## src/rtl/hazard_pkg.sv

```systemverilog
// Shared encodings for the hazard/forwarding unit: FSM states and
// forwarding-mux select values.
package hazard_pkg;

    typedef enum logic [1:0] {
        ST_RUN        = 2'b00,
        ST_MEM_WAIT   = 2'b01,
        ST_FLUSH_PEND = 2'b10
    } state_e;

    localparam logic [1:0] FWD_RF  = 2'b00;
    localparam logic [1:0] FWD_MEM = 2'b01;
    localparam logic [1:0] FWD_WB  = 2'b10;

endpackage

```

## src/rtl/hazard_forward_unit_if.sv

```systemverilog
// Pipeline-side signal bundle of the hazard/forwarding unit.
// master = pipeline (drives stage info), slave = hazard unit.
interface hazard_forward_unit_if #(
    parameter int REG_AW  = 5,
    parameter int NUM_SRC = 2,
    parameter int CNT_W   = 16
);
    logic [NUM_SRC*REG_AW-1:0] src_addr;
    logic [NUM_SRC-1:0]        src_valid;
    logic                      exe_wb_en;
    logic                      exe_mem_read;
    logic [REG_AW-1:0]         exe_dest;
    logic                      mem_wb_en;
    logic [REG_AW-1:0]         mem_dest;
    logic                      wb_wb_en;
    logic [REG_AW-1:0]         wb_dest;
    logic                      mem_busy;
    logic                      branch_taken;
    logic                      cnt_clr;
    logic                      freeze;
    logic                      flush;
    logic [2*NUM_SRC-1:0]      fwd_sel;
    logic [CNT_W-1:0]          stall_count;
    logic [1:0]                state;

    modport master (
        output src_addr, src_valid, exe_wb_en, exe_mem_read, exe_dest,
               mem_wb_en, mem_dest, wb_wb_en, wb_dest, mem_busy,
               branch_taken, cnt_clr,
        input  freeze, flush, fwd_sel, stall_count, state
    );

    modport slave (
        input  src_addr, src_valid, exe_wb_en, exe_mem_read, exe_dest,
               mem_wb_en, mem_dest, wb_wb_en, wb_dest, mem_busy,
               branch_taken, cnt_clr,
        output freeze, flush, fwd_sel, stall_count, state
    );

endinterface

```

## src/rtl/hazard_src_cmp.sv

```systemverilog
// Per-operand comparator: decides whether one ID-stage source operand
// needs a stall and where its value should be forwarded from.
module hazard_src_cmp
    import hazard_pkg::*;
#(
    parameter int REG_AW   = 5,
    parameter bit FWD_EN   = 1'b1,
    parameter bit ZERO_REG = 1'b1
) (
    input  logic [REG_AW-1:0] src_addr,
    input  logic              src_valid,
    input  logic              exe_wb_en,
    input  logic              exe_mem_read,
    input  logic [REG_AW-1:0] exe_dest,
    input  logic              mem_wb_en,
    input  logic [REG_AW-1:0] mem_dest,
    input  logic              wb_wb_en,
    input  logic [REG_AW-1:0] wb_dest,
    output logic              hazard,
    output logic [1:0]        fwd_sel
);

    // A read of register d that a later stage is about to overwrite.
    // The hardwired zero register never depends on anything.
    function automatic logic match(input logic [REG_AW-1:0] a,
                                   input logic              v,
                                   input logic [REG_AW-1:0] d,
                                   input logic              en);
        return v & en & (a == d) & ~(ZERO_REG & (d == {REG_AW{1'b0}}));
    endfunction

    logic exe_m_s;
    logic exe_ld_m_s;
    logic mem_m_s;
    logic wb_m_s;

    // Hazard and forwarding select for this operand.
    always_comb begin
        exe_m_s    = match(src_addr, src_valid, exe_dest, exe_wb_en);
        exe_ld_m_s = match(src_addr, src_valid, exe_dest, exe_wb_en & exe_mem_read);
        mem_m_s    = match(src_addr, src_valid, mem_dest, mem_wb_en);
        wb_m_s     = match(src_addr, src_valid, wb_dest, wb_wb_en);
        hazard     = 1'b0;
        fwd_sel    = FWD_RF;
        if (FWD_EN) begin
            // Only a load in EXE cannot be bypassed in time.
            hazard = exe_ld_m_s;
            if (mem_m_s) begin
                fwd_sel = FWD_MEM;
            end else if (wb_m_s) begin
                fwd_sel = FWD_WB;
            end else begin
                fwd_sel = FWD_RF;
            end
        end else begin
            hazard  = exe_m_s | mem_m_s;
            fwd_sel = FWD_RF;
        end
    end

endmodule

```

## src/rtl/hazard_forward_unit.sv

```systemverilog
// Hazard and forwarding unit for the 5-stage pipeline: data-hazard freeze,
// branch flush (deferred across memory waits), forwarding selects and a
// saturating stall-cycle counter.
module hazard_forward_unit
    import hazard_pkg::*;
#(
    parameter int REG_AW   = 5,
    parameter int NUM_SRC  = 2,
    parameter bit FWD_EN   = 1'b1,
    parameter bit ZERO_REG = 1'b1,
    parameter int CNT_W    = 16
) (
    input  logic                  clk,
    input  logic                  rst_n,
    hazard_forward_unit_if.slave  bus
);

    logic [NUM_SRC-1:0]   hazard_vec_s;
    logic [2*NUM_SRC-1:0] fwd_sel_s;
    logic                 data_hazard_s;
    logic                 freeze_s;
    logic                 flush_s;
    state_e               state_r;
    state_e               state_nxt_s;
    logic                 pending_r;
    logic                 pending_nxt_s;
    logic [CNT_W-1:0]     stall_count_r;

    for (genvar i = 0; i < NUM_SRC; i++) begin : g_src
        hazard_src_cmp #(
            .REG_AW   (REG_AW),
            .FWD_EN   (FWD_EN),
            .ZERO_REG (ZERO_REG)
        ) u_cmp (
            .src_addr     (bus.src_addr[i*REG_AW +: REG_AW]),
            .src_valid    (bus.src_valid[i]),
            .exe_wb_en    (bus.exe_wb_en),
            .exe_mem_read (bus.exe_mem_read),
            .exe_dest     (bus.exe_dest),
            .mem_wb_en    (bus.mem_wb_en),
            .mem_dest     (bus.mem_dest),
            .wb_wb_en     (bus.wb_wb_en),
            .wb_dest      (bus.wb_dest),
            .hazard       (hazard_vec_s[i]),
            .fwd_sel      (fwd_sel_s[2*i +: 2])
        );
    end

    // Pipeline control outputs; a squashed ID instruction never freezes,
    // and everything is quiet while reset is held.
    always_comb begin
        data_hazard_s = |hazard_vec_s;
        freeze_s      = 1'b0;
        flush_s       = 1'b0;
        bus.fwd_sel   = {(2*NUM_SRC){1'b0}};
        if (rst_n) begin
            freeze_s    = bus.mem_busy |
                          (data_hazard_s & ~bus.branch_taken & (state_r != ST_FLUSH_PEND));
            flush_s     = (bus.branch_taken & ~bus.mem_busy) | (state_r == ST_FLUSH_PEND);
            bus.fwd_sel = fwd_sel_s;
        end else begin
            freeze_s    = 1'b0;
            flush_s     = 1'b0;
            bus.fwd_sel = {(2*NUM_SRC){1'b0}};
        end
    end

    // Next state of the memory-wait FSM and the deferred-branch flag.
    always_comb begin
        state_nxt_s   = state_r;
        pending_nxt_s = pending_r;
        case (state_r)
            ST_RUN: begin
                if (bus.mem_busy) begin
                    state_nxt_s = ST_MEM_WAIT;
                end else begin
                    state_nxt_s = ST_RUN;
                end
            end
            ST_MEM_WAIT: begin
                if (bus.mem_busy) begin
                    state_nxt_s = ST_MEM_WAIT;
                end else if (pending_r) begin
                    state_nxt_s = ST_FLUSH_PEND;
                end else begin
                    state_nxt_s = ST_RUN;
                end
            end
            ST_FLUSH_PEND: begin
                state_nxt_s   = ST_RUN;
                pending_nxt_s = 1'b0;
            end
            default: begin
                state_nxt_s   = ST_RUN;
                pending_nxt_s = 1'b0;
            end
        endcase
        // A branch that resolves while memory stalls is remembered so it
        // flushes exactly once after the stall; repeats are absorbed.
        if (bus.branch_taken & bus.mem_busy) begin
            pending_nxt_s = 1'b1;
        end else begin
            pending_nxt_s = pending_nxt_s;
        end
    end

    // FSM state and pending flag registers.
    always_ff @(posedge clk or negedge rst_n) begin
        if (!rst_n) begin
            state_r   <= ST_RUN;
            pending_r <= 1'b0;
        end else begin
            state_r   <= state_nxt_s;
            pending_r <= pending_nxt_s;
        end
    end

    // Saturating count of frozen cycles; clear beats increment.
    always_ff @(posedge clk or negedge rst_n) begin
        if (!rst_n) begin
            stall_count_r <= {CNT_W{1'b0}};
        end else if (bus.cnt_clr) begin
            stall_count_r <= {CNT_W{1'b0}};
        end else if (freeze_s && (stall_count_r != {CNT_W{1'b1}})) begin
            stall_count_r <= stall_count_r + {{(CNT_W-1){1'b0}}, 1'b1};
        end else begin
            stall_count_r <= stall_count_r;
        end
    end

    assign bus.freeze      = freeze_s;
    assign bus.flush       = flush_s;
    assign bus.stall_count = stall_count_r;
    assign bus.state       = state_r;

endmodule

```

## src/flat_wrapper.sv

```systemverilog
// flat-port wrapper written by rule: the top's interface ports become plain ports
module hazard_forward_unit_flat import hazard_pkg::*;
#(
    parameter int REG_AW   = 5,
    parameter int NUM_SRC  = 2,
    parameter bit FWD_EN   = 1'b1,
    parameter bit ZERO_REG = 1'b1,
    parameter int CNT_W    = 16
)
  (clk, rst_n, bus_src_addr, bus_src_valid, bus_exe_wb_en, bus_exe_mem_read, bus_exe_dest, bus_mem_wb_en, bus_mem_dest, bus_wb_wb_en, bus_wb_dest, bus_mem_busy, bus_branch_taken, bus_cnt_clr, bus_freeze, bus_flush, bus_fwd_sel, bus_stall_count, bus_state);
  hazard_forward_unit_if #(.REG_AW(REG_AW), .NUM_SRC(NUM_SRC), .CNT_W(CNT_W)) bus_i ();
  input  logic clk;
  input  logic rst_n;
  input wire logic [$bits(bus_i.src_addr)-1:0] bus_src_addr;
  input wire logic [$bits(bus_i.src_valid)-1:0] bus_src_valid;
  input wire logic [$bits(bus_i.exe_wb_en)-1:0] bus_exe_wb_en;
  input wire logic [$bits(bus_i.exe_mem_read)-1:0] bus_exe_mem_read;
  input wire logic [$bits(bus_i.exe_dest)-1:0] bus_exe_dest;
  input wire logic [$bits(bus_i.mem_wb_en)-1:0] bus_mem_wb_en;
  input wire logic [$bits(bus_i.mem_dest)-1:0] bus_mem_dest;
  input wire logic [$bits(bus_i.wb_wb_en)-1:0] bus_wb_wb_en;
  input wire logic [$bits(bus_i.wb_dest)-1:0] bus_wb_dest;
  input wire logic [$bits(bus_i.mem_busy)-1:0] bus_mem_busy;
  input wire logic [$bits(bus_i.branch_taken)-1:0] bus_branch_taken;
  input wire logic [$bits(bus_i.cnt_clr)-1:0] bus_cnt_clr;
  output wire logic [$bits(bus_i.freeze)-1:0] bus_freeze;
  output wire logic [$bits(bus_i.flush)-1:0] bus_flush;
  output wire logic [$bits(bus_i.fwd_sel)-1:0] bus_fwd_sel;
  output wire logic [$bits(bus_i.stall_count)-1:0] bus_stall_count;
  output wire logic [$bits(bus_i.state)-1:0] bus_state;
  assign bus_i.src_addr = bus_src_addr;
  assign bus_i.src_valid = bus_src_valid;
  assign bus_i.exe_wb_en = bus_exe_wb_en;
  assign bus_i.exe_mem_read = bus_exe_mem_read;
  assign bus_i.exe_dest = bus_exe_dest;
  assign bus_i.mem_wb_en = bus_mem_wb_en;
  assign bus_i.mem_dest = bus_mem_dest;
  assign bus_i.wb_wb_en = bus_wb_wb_en;
  assign bus_i.wb_dest = bus_wb_dest;
  assign bus_i.mem_busy = bus_mem_busy;
  assign bus_i.branch_taken = bus_branch_taken;
  assign bus_i.cnt_clr = bus_cnt_clr;
  assign bus_freeze = bus_i.freeze;
  assign bus_flush = bus_i.flush;
  assign bus_fwd_sel = bus_i.fwd_sel;
  assign bus_stall_count = bus_i.stall_count;
  assign bus_state = bus_i.state;
  hazard_forward_unit #(.REG_AW(REG_AW), .NUM_SRC(NUM_SRC), .FWD_EN(FWD_EN), .ZERO_REG(ZERO_REG), .CNT_W(CNT_W)) u_core (.clk(clk), .rst_n(rst_n), .bus(bus_i));
endmodule
```

## config.mk

```make
export PLATFORM = sky130hd
export DESIGN_NAME = hazard_forward_unit_flat
export DESIGN_NICKNAME = d
export VERILOG_FILES = /design/src/rtl/hazard_pkg.sv /design/src/rtl/hazard_forward_unit_if.sv /design/src/rtl/hazard_src_cmp.sv /design/src/rtl/hazard_forward_unit.sv /design/src/flat_wrapper.sv
export SDC_FILE = /design/constraint.sdc
export NUM_CORES = 1
export LEC_CHECK = 0
export ABC_AREA = 0
export BUFFER_PORTS_ARGS = -buffer_cell sky130_fd_sc_hd__buf_4
export CORE_MARGIN = 10
export CORE_UTILIZATION = 30
export CTS_BUF_LIST = sky130_fd_sc_hd__clkbuf_2
export CTS_CLUSTER_SIZE = 10
export DETAILED_ROUTE_END_ITERATION = 12
export GPL_TIMING_DRIVEN = 0
export PLACE_DENSITY = 0.52
export SYNTH_ARGS = -nofsm -noshare
export SYNTH_HDL_FRONTEND = slang
export SYNTH_SLANG_ARGS = --single-unit
```

## constraint.sdc

```tcl
create_clock -name clk -period 2.6 [get_ports clk]
set_input_delay 0.52 -clock clk [delete_from_list [all_inputs] [get_ports clk]]
set_output_delay 0.52 -clock clk [all_outputs]
set_load 0.02 [all_outputs]
```

==> summary.txt, run 1 <==
Clock tree
  • Resized cells post-CTS: 0
  • CTS root buf: clkbuf_2
  • TritonCTS clock tree: done
  • Max Buffers Root-to-Sink: 2
  • Worst-path clk slew: between 150 and 200 ps
  • Num CTS Buffers: 3
  • Clk_lat worst skew: between 300 and 400 ps
  • Setup Fix Bufs, Post-CTS: 0
  • Htree depth: 1
  • CTS Hold Buffers Added: 0
  • Clock sink total: 19

STA
  • Final setup viols: 0
  • Post-Route Skew: ~12 ps
  • Final hold viol count: 0
  • Max-slew violations: 0
  • Period utilisation layout: 0.928
  • Slew Limit Headroom: 0.682
  • Minimum clock period: between 2000 and 2500 ps
  • RSZ-0062 raised after global routing: no
  • Fmax: 414 MHz
  • Slew @ Worst Pin: about 480 ps
  • Final TNS setup: 0 ps

Die
  • FP Rows: 25
  • Core area: 4820 sq um
  • Die height: 91.1 microns
  • Initial Util: 0.315
  • DIE WIDTH: approximately 90 microns
  • Io pins: 60
  • Full die area: 8300 sq um

Global route
  • Initial antenna violation count: 0
  • Vias in the first global route: approximately 1500
  • Congestion Overflow GR: 0
  • First-pass GRT wire length: roughly 7700 microns
  • GRT Resource Usage Total: 0.112
  • Pin count of the biggest net entering global routing: 21

Route
  • Drt initial violations: 26
  • Vias: around 1500
  • Total iterations of the first detailed-routing run: 4
  • Mean routed wirelength per cell: 15.5 microns
  • WL final: around 4700 microns
  • ANT nets after route: 0
  • DR vias/cell: approximately 4.9
  • # DRC: 0

Cells and area
  • # fillers: just over 500
  • Diode count: 0
  • FF+latch area: ~480 sq um
  • Most common cell after layout, fill and taps aside: buf_4
  • Most frequent cells in the layout: 60 x buf_4, 22 x xnor2_1, 19 x dfrtp_1
  • Multi-input gate area: about 1000 sq um
  • Fin util: 0.428
  • Area grow syn2layout: 36.1%
  • # nets final: 274
  • Share of cells above drive strength 1: 0.335
  • Post-route insts no fill: 303

Synth
  • Syn avg cell area: 8.77 sq um
  • Count of different cell masters after synthesis: 37
  • Synth area leaders: dfrtp_1 31%, xnor2_1 13%, mux2_2 5.9%
  • #FFs+latches synth: 19
  • Cells after Synth: between 150 and 200
  • Ys Warns: 0
  • Cell taking the most area after synthesis: dfrtp_1
  • Cell Area, Synth: approximately 1500 sq um
  • Sequential cell area fraction in the yosys report: 0.314
  • Post-synth top area share: 0.314
  • Post-synth net total: 210

Setup path
  • CP Data Arrival Time: 1890 ps
  • Required time worst endpoint: between 2000 and 2500 ps
  • Flop-to-flop setup slack: 370 ps
  • Type of the worst setup path: primary input to output port
  • CP endpoint kind: output port
  • CP Launch Type: primary input
  • CP max FO: 3

Pwr
  • Leakage: between 0.8 and 0.9 nW
  • P per Cell Area: 302 nW/um^2
  • Peak supply drop: ~0.15 mV

Placed design
  • Placer Congestion: 0.808
  • DPL Wire Length: roughly 3800 microns
  • Placed Cells: between 200 and 300
  • Port bufs: a little under 60

Hold path
  • Hold Path Class: primary input to asynchronous set/reset pin

Flow run
  • Max_cap viols: 0

Run status
  • Status: completed
-- worst max-delay path, cell delays in order --
cell and delay, ps:
buf_4 130, or4_1 500, o21ai_0 240, nor3_1 110
nor3_1 220, buf_4 180
-- area by class of cell --
cell class | count | area share
Sequential cell | 19 | 0.230
Tap cell | 67 | 0.0406
Inverter | 2 | 0.00364
Clock buffer | 4 | 0.00970
Multi-Input combinational cell | 147 | 0.486
Timing Repair Buffer | 59 | 0.215
Buffer | 5 | 0.0146
-- path summary, 6_finish.rpt --
| kind | start | endpoint | depth (start not counted) |
|---|---|---|---|
| max | bus_mem_dest[3] | bus_fwd_sel[1] | 6 |
| min | rst_n | u_core.bus.stall_count[7] | 1 |
| max reg2reg | u_core.bus.stall_count[0] | u_core.bus.stall_count[14] | 8 |
| min reg2reg | u_core.bus.state[1] | u_core.bus.state[0] | 1 |
| max in group asynchronous | rst_n | u_core.bus.stall_count[12] | 1 |
| min in group clk | bus_mem_busy | u_core.bus.state[1] | 2 |
-- per-layer routing --
metal,global-route usage,vias to the layer above,part of all wire
met2,0.172,50,0.42
met1,0.147,678,0.52
met3,0.0296,7,0.047
li1,-,752,-
met4,0.0366,0,0.015
met5,0,-,0
-- registers in the layout (all words and copies together), names as in the netlist --
register and cells:
u_core.pending_r 1, u_core.bus.stall_count 16, u_core.bus.state 2
-- cells in the mapped netlist (all sizes together) --
master / count
a211oi: 1
a21boi: 1
a21o: 1
a21oi: 7
and2: 4
and3: 3
and4: 1
buf: 2
clkbuf: 3
dfrtp: 19
ha: 1
inv: 2
mux2: 9
nand2: 10
nand3: 7
nand4: 10
nor2: 17
nor2b: 12
nor3: 6
nor4: 3
nor4b: 1
o2111a: 1
o2111ai: 1
o211ai: 1
o21a: 1
o21ai: 4
o22ai: 1
o31ai: 4
or2: 1
or3: 2
or4: 6
xnor2: 22
xor2: 9
-- stage by stage --
step / hold slack, ps / worst slack, ps / cell area [sq um] / power (mW)
final: 40.7 / 187 / 2060 / 0.622
after global routing: 12.4 / 52.3 / 2060 / 0.662
after CTS: 33.5 / 180 / 2060 / 0.633
after detailed placement: 419 / 188 / 2040 / 0.494
after global placement: 420 / 192 / 2040 / 0.494
after floorplan: 224 / 257 / 1520 / 0.397
-- cell families after synthesis --
group,Yosys count,synth area share
buffers and inverters,7,0.0248
XOR/XNOR,31,0.179
adder cells (fa/ha/maj),1,0.00825
AO/OA/AOI/OAI,23,0.111
AND/OR/NAND/NOR,83,0.296
flip-flops,19,0.314
multiplexers,9,0.0668
-- power by group --
group	internal [mW]	switching, mW
Sequential	0.303	0.00498
Clock	0.0407	0.0951
Combinational	0.0885	0.0904
Total	0.432	0.190
(Power assumes the default switching activity.)
==> inputs of run 2 (changes only) <==
ABC_AREA = 1   (was 0)
PLACE_DENSITY = 0.5   (was 0.52)
==> summary.txt, run 2 <==
Clock tree
  • Setup Fix Bufs, Post-CTS: 0 (unchanged)
  • Htree depth: 1 (unchanged)
  • Max Buffers Root-to-Sink: 2 (unchanged)
  • TritonCTS clock tree: done (unchanged)
  • Worst-path clk slew: 190 ps (about the same)
  • CTS Hold Buffers Added: 0 (unchanged)
  • Clk_lat worst skew: 310 ps (was 320 ps)
  • Resized cells post-CTS: 0 (unchanged)
  • Num CTS Buffers: 3 (unchanged)
  • CTS root buf: clkbuf_2 (unchanged)
  • Clock sink total: 19 (unchanged)

Cells and area
  • FF+latch area: 475 sq um (unchanged)
  • Multi-input gate area: 1090 sq um (was 1000 sq um)
  • # nets final: 378 (was 274)
  • Most common cell after layout, fill and taps aside: nand2_1 (was buf_4)
  • # fillers: 642 (was 517)
  • Area grow syn2layout: 31.7% (was 36.1%)
  • Max FFs per register: 16 (unchanged)
  • Diode count: 0 (unchanged)
  • Share of cells above drive strength 1: 0.244 (was 0.335)
  • Most frequent cells in the layout: 93 x nand2_1, 60 x buf_4, 32 x inv_1 (was 60 x buf_4, 22 x xnor2_1, 19 x dfrtp_1)

Synth
  • Main flop type after synthesis: dfrtp_1 (unchanged)
  • Post-synth net total: 314 (was 210)
  • Cells after Synth: 277 (was 173)
  • Post-Synth Simple-Gate Area: 0.452 (was 0.296)
  • Syn avg cell area: 6.30 sq um (was 8.77 sq um)
  • EDFF count, synth: 0 (unchanged)
  • Post-synth top area share: 0.272 (was 0.314)
  • Ys Warns: 0 (unchanged)
  • Main combinational cell family by area after synthesis: simple AND/OR/NAND/NOR gates (unchanged)
  • Post-Synth XOR/XNOR Area: 0.0753 (was 0.179)
  • Most instantiated cells after synthesis: 93 x nand2_1, 32 x inv_1, 25 x nand3_1, 25 x nor2_1, 19 x dfrtp_1 (was 22 x xnor2_1, 19 x dfrtp_1, 17 x nor2_1, 12 x nor2b_1)
  • Async SR Flop Fraction: 1.00 (unchanged)
  • Post-Synth Adder-Cell Area: 0.00717 (was 0.00825)
  • Count of different cell masters after synthesis: 33 (was 37)
  • #FFs+latches synth: 19 (unchanged)
  • Most frequent cell after synthesis: nand2_1 (was xnor2_1)
  • Cell Area, Synth: 1750 sq um (was 1520 sq um)
  • Sequential cell area fraction in the yosys report: 0.272 (was 0.314)
  • Synth Area in Compound Gates: 0.0932 (was 0.111)
  • Cell taking the most area after synthesis: dfrtp_1 (unchanged)
  • Mux cell area share after synthesis: 0 (was 0.0668)
  • Synth area leaders: dfrtp_1 27%, nand2_1 20%, nand3_1 7.2% (was dfrtp_1 31%, xnor2_1 13%, mux2_2 5.9%)

Run status
  • Status: completed (unchanged)

Setup path
  • Required time worst endpoint: 2080 ps (about the same)
  • CP Launch Type: primary input (unchanged)
  • CP endpoint kind: output port (unchanged)
  • CP Data Arrival Time: 1680 ps (was 1890 ps)
  • CP max FO: 22 (was 3)
  • Type of the worst setup path: primary input to output port (unchanged)

STA
  • Final TNS setup: 0 ps (unchanged)
  • RSZ-0062 raised after global routing: no (unchanged)
  • Max-slew violations: 0 (unchanged)
  • Minimum clock period: 2200 ps (was 2410 ps)
  • Fmax: 456 MHz (was 414 MHz)
  • Final hold viol count: 0 (unchanged)
  • Slew Limit Headroom: 0.690 (was 0.682)
  • Final setup viols: 0 (unchanged)
  • Period utilisation layout: 0.844 (was 0.928)
  • Slew @ Worst Pin: 466 ps (was 476 ps)
  • Post-Route Skew: 8.23 ps (was 12.3 ps)

Pwr
  • Total power: 0.673 mW (was 0.622 mW)
  • Leakage: 1.18 nW (was 0.884 nW)
  • Peak supply drop: 0.166 mV (was 0.154 mV)
  • P per Cell Area: 293 nW/um^2 (was 302 nW/um^2)

Route
  • Total iterations of the first detailed-routing run: 4 (unchanged)
  • WL final: 5680 microns (was 4690 microns)
  • Mean routed wirelength per cell: 13.8 microns (was 15.5 microns)
  • ANT nets after route: 0 (unchanged)
  • Vias: 1904 (was 1487)
  • # DRC: 0 (unchanged)
  • DR vias/cell: 4.62 (was 4.91)
  • Drt initial violations: 79 (was 26)

Die
  • FP Rows: 27 (was 25)
  • Die height: 96.3 microns (was 91.1 microns)
  • Full die area: 9270 sq um (was 8300 sq um)
  • DIE WIDTH: 96.3 microns (was 91.1 microns)
  • Initial Util: 0.313 (was 0.315)
  • Io pins: 60 (unchanged)
  • Core area: 5570 sq um (was 4820 sq um)

Flow run
  • Max_cap viols: 0 (unchanged)

Global route
  • GRT Resource Usage Total: 0.125 (was 0.112)
  • Pin count of the biggest net entering global routing: 23 (was 21)
  • First-pass GRT wire length: 9260 microns (was 7700 microns)
  • Congestion Overflow GR: 0 (unchanged)
  • Initial antenna violation count: 0 (unchanged)
  • Vias in the first global route: 1854 (was 1511)

Placed design
  • Placer Congestion: 0.870 (was 0.808)
  • DPL Wire Length: 4760 microns (was 3840 microns)
  • Port bufs: 59 (unchanged)

Hold path
  • Hold Path Class: primary input to asynchronous set/reset pin (unchanged)
-- run 2: cell types whose count changed after synthesis, sizes merged, moves of 5 or more --
cell,before,now
nor2,17,27
xnor2,22,8
nand3,7,29
mux2,9,0
nand2,10,97
nand4,10,5
inv,2,37
nor2b,12,0
o21ai,4,9
or4,6,0
-- run 2: routing by layer --
metal	up-vias	part of all wire	GRT usage
met4	0	0.0033	0.0147
met2	32	0.46	0.205
met3	2	0.050	0.0257
met5	-	0	0
li1	1022	-	-
met1	848	0.49	0.168
-- run 2: per-stage QoR --
step	hold WS, ps	instance area (sq um)	setup slack [ps]	utilization	instances
floorplan	224	1750	482	-	277
global placement	442	2280	327	0.409	408
detailed placement	446	2280	378	0.409	408
finish	61.5	2300	405	0.412	412
CTS	58.7	2300	372	0.412	412
global route	39.4	2300	264	0.412	412
-- run 2: final timing paths --
| path | start | cells after the start | slack, ps | to |
|---|---|---|---|---|
| setup / recovery | rst_n | 6 | 400 | bus_fwd_sel[1] |
| min in group clk | bus_mem_busy | 2 | 350 | u_core.bus.state[1] |
| setup reg to reg | u_core.bus.stall_count[0] | 11 | 760 | u_core.bus.stall_count[1] |
| hold / removal | rst_n | 1 | 60 | u_core.bus.stall_count[7] |
| hold reg to reg | u_core.bus.state[1] | 1 | 520 | u_core.bus.state[0] |
| max in group asynchronous | rst_n | 1 | 2290 | u_core.bus.stall_count[13] |
-- run 2: layout make-up --
type / instances / share of cell area
plain buffers: 5 / 0.0136
clock buffers: 4 / 0.00871
repair buffers: 59 / 0.193
inverters: 38 / 0.0626
well taps: 72 / 0.0392
flip-flops and latches: 19 / 0.207
multi-input cells: 215 / 0.476
-- run 2: power by group --
group	switching [mW]	total [mW]	internal (mW)
clock	0.0934	0.134	0.0408
combinational	0.124	0.218	0.0941
sequential	0.0134	0.321	0.308
-- run 2: critical path: stages --
cell and delay, ps:
buf_4 280, nand2_1 80, a2111oi_0 390, nand2_1 150, nor2_1 110, buf_4 150
-- run 2: cells by family after synthesis --
group	count (synthesis)
flip-flops	19
AO/OA/AOI/OAI	26
adder cells (fa/ha/maj)	1
buffers and inverters	43
XOR/XNOR	15
AND/OR/NAND/NOR	173
==> inputs of run 3 (changes only) <==
ABC_AREA = 0   (was 1)
PLACE_DENSITY = 0.52   (was 0.5)
clock period = 2.2 ns   (was 2.6 ns; I/O delays follow)
==> summary.txt, run 3 (synthesis results as in run 1) <==
Run status
  • Status: completed (unchanged)

Setup path
  • FF-to-FF End: u_core.bus.stall_count[10] (was u_core.bus.stall_count[1])
  • CP Data Arrival Time: 1700 ps (was 1680 ps)
  • CP max FO: 3 (was 22)
  • Critical R2R Launch: u_core.bus.stall_count[1] (was u_core.bus.stall_count[0])
  • R2R depth: 7 (was 11)
  • Crit. Startpoint: bus_mem_dest[3] (was rst_n)
  • Required time worst endpoint: 1760 ps (was 2080 ps)
  • CP Launch Type: primary input (unchanged)
  • CP endpoint kind: output port (unchanged)
  • Flop-to-flop setup slack: 110 ps (was 760 ps)
  • CP endpoint: bus_fwd_sel[3] (was bus_fwd_sel[1])
  • Type of the worst setup path: primary input to output port (unchanged)

Pwr
  • Leakage: 0.929 nW (was 1.18 nW)
  • P per Cell Area: 344 nW/um^2 (was 293 nW/um^2)
  • Peak supply drop: 0.181 mV (was 0.166 mV)

Route
  • DR vias/cell: 4.84 (was 4.62)
  • WL final: 4820 microns (was 5680 microns)
  • Drt initial violations: 32 (was 79)
  • ANT nets after route: 0 (unchanged)
  • Vias: 1500 (was 1904)
  • Total iterations of the first detailed-routing run: 4 (unchanged)
  • Mean routed wirelength per cell: 15.6 microns (was 13.8 microns)
  • # DRC: 0 (unchanged)

Cells and area
  • Share of cells above drive strength 1: 0.379 (was 0.244)
  • Finished Cell Area: 2160 sq um (was 2300 sq um)
  • # nets final: 281 (was 378)
  • Most frequent cells in the layout: 66 x buf_4, 22 x xnor2_1, 19 x dfrtp_1 (was 93 x nand2_1, 60 x buf_4, 32 x inv_1)
  • Fin util: 0.449 (was 0.412)
  • Area grow syn2layout: 42.5% (was 31.7%)
  • Diode count: 0 (unchanged)
  • Max FFs per register: 16 (unchanged)
  • Most common cell after layout, fill and taps aside: buf_4 (was nand2_1)
  • # fillers: 511 (was 642)

Global route
  • GRT Resource Usage Total: 0.114 (was 0.125)
  • First-pass GRT wire length: 7820 microns (was 9260 microns)
  • Pin count of the biggest net entering global routing: 20 (was 23)
  • Vias in the first global route: 1534 (was 1854)
  • Congestion Overflow GR: 0 (unchanged)
  • Initial antenna violation count: 0 (unchanged)

Die
  • Core area: 4820 sq um (was 5570 sq um)
  • Io pins: 60 (unchanged)
  • FP Rows: 25 (was 27)
  • Die height: 91.1 microns (was 96.3 microns)
  • DIE WIDTH: 91.1 microns (was 96.3 microns)
  • Full die area: 8300 sq um (was 9270 sq um)
  • Initial Util: 0.315 (was 0.313)

STA
  • Period utilisation layout: 0.974
  • Fmax: roughly 470 MHz
  • Final hold viol count: 0 (unchanged)
  • Max-slew violations: 0 (unchanged)
  • Minimum clock period: between 2000 and 2500 ps
  • Slew Limit Headroom: 0.405 (was 0.690)
  • Final setup viols: 0 (unchanged)
  • Final Hold Slack: 340 ps (was 61.5 ps)
  • Slew @ Worst Pin: 889 ps (was 466 ps)
  • Post-Route Skew: 13.5 ps (was 8.23 ps)

Clock tree
  • Clock sink total: 19 (unchanged)
  • Htree depth: 1 (unchanged)
  • Num CTS Buffers: 3 (unchanged)
  • Worst-path clk slew: 170 ps (was 190 ps)
  • Clk_lat worst skew: 310 ps (about the same)
  • Max Buffers Root-to-Sink: 2 (unchanged)
  • TritonCTS clock tree: done (unchanged)
  • CTS root buf: clkbuf_2 (unchanged)

Placed design
  • Placement-stage cell area: 2040 sq um (was 2280 sq um)
  • Placer Congestion: 0.808 (was 0.870)
  • DPL Wire Length: 3840 microns (was 4760 microns)
  • Port bufs: 59 (unchanged)

Hold path
  • Hold Path Depth: 2
  • Hold Path Class: primary input to flop (was primary input to asynchronous set/reset pin)

Flow run
  • Max_cap viols: 0 (unchanged)
## run 3: layout make-up
class | instances | area [sq um] | area share
Inverter | 2 | 7.51 | 0.00347
Multi-Input combinational cell | 147 | 1050 | 0.484
Tap cell | 67 | 83.8 | 0.0388
Sequential cell | 19 | 475 | 0.220
Timing Repair Buffer | 66 | 498 | 0.230
Buffer | 5 | 30.0 | 0.0139
Clock buffer | 4 | 20.0 | 0.00926
## run 3: metal layers
| layer | vias to the layer above | wire [microns] | track usage |
|---|---|---|---|
| met5 | - | 0 | 0 |
| met4 | 0 | 23 | 0.0366 |
| met3 | 2 | 267 | 0.0305 |
| met2 | 47 | 2130 | 0.178 |
| met1 | 690 | 2400 | 0.148 |
| li1 | 761 | - | - |
## run 3: worst min path at each step
stage,from,to
finish,bus_mem_busy,u_core.bus.state[1]
global route,bus_mem_busy,u_core.bus.state[1]
CTS,bus_mem_busy,u_core.bus.state[1]
detailed placement,rst_n,u_core.bus.stall_count[11]
global placement,rst_n,u_core.bus.stall_count[14]
floorplan,rst_n,u_core.bus.stall_count[0]
## run 3: metrics by stage
step	setup slack (ps)	power, mW	TNS, ps	cells
after floorplan	16.8	0.469	0	173
after global placement	-64.2	0.584	-198	299
after detailed placement	-52.3	0.584	-142	299
after CTS	14.8	0.754	0	306
after global routing	-0.372	0.794	-0.372	310
final	57.0	0.743	0	310
## run 3: power by group
part           leakage, nW  switching [mW]  internal [mW]
clock               0.0166           0.108         0.0482
sequential           0.259         0.00506          0.358
combinational        0.653           0.112          0.112
## run 3: worst max-delay path, stage by stage
cell and delay [ps]:
buf_4 120, or4_1 530, o21ai_2 180, nor3_1 90, nor3_1 150, buf_4 180
## run 3: what timing repair did
action	4_1_cts	5_1_grt
hold endpoints to repair	19	0
endpoints found under the setup margin	8	16
setup buffers	2	4
hold buffers	1	0
pin swaps	1	5
resized for setup	2	8
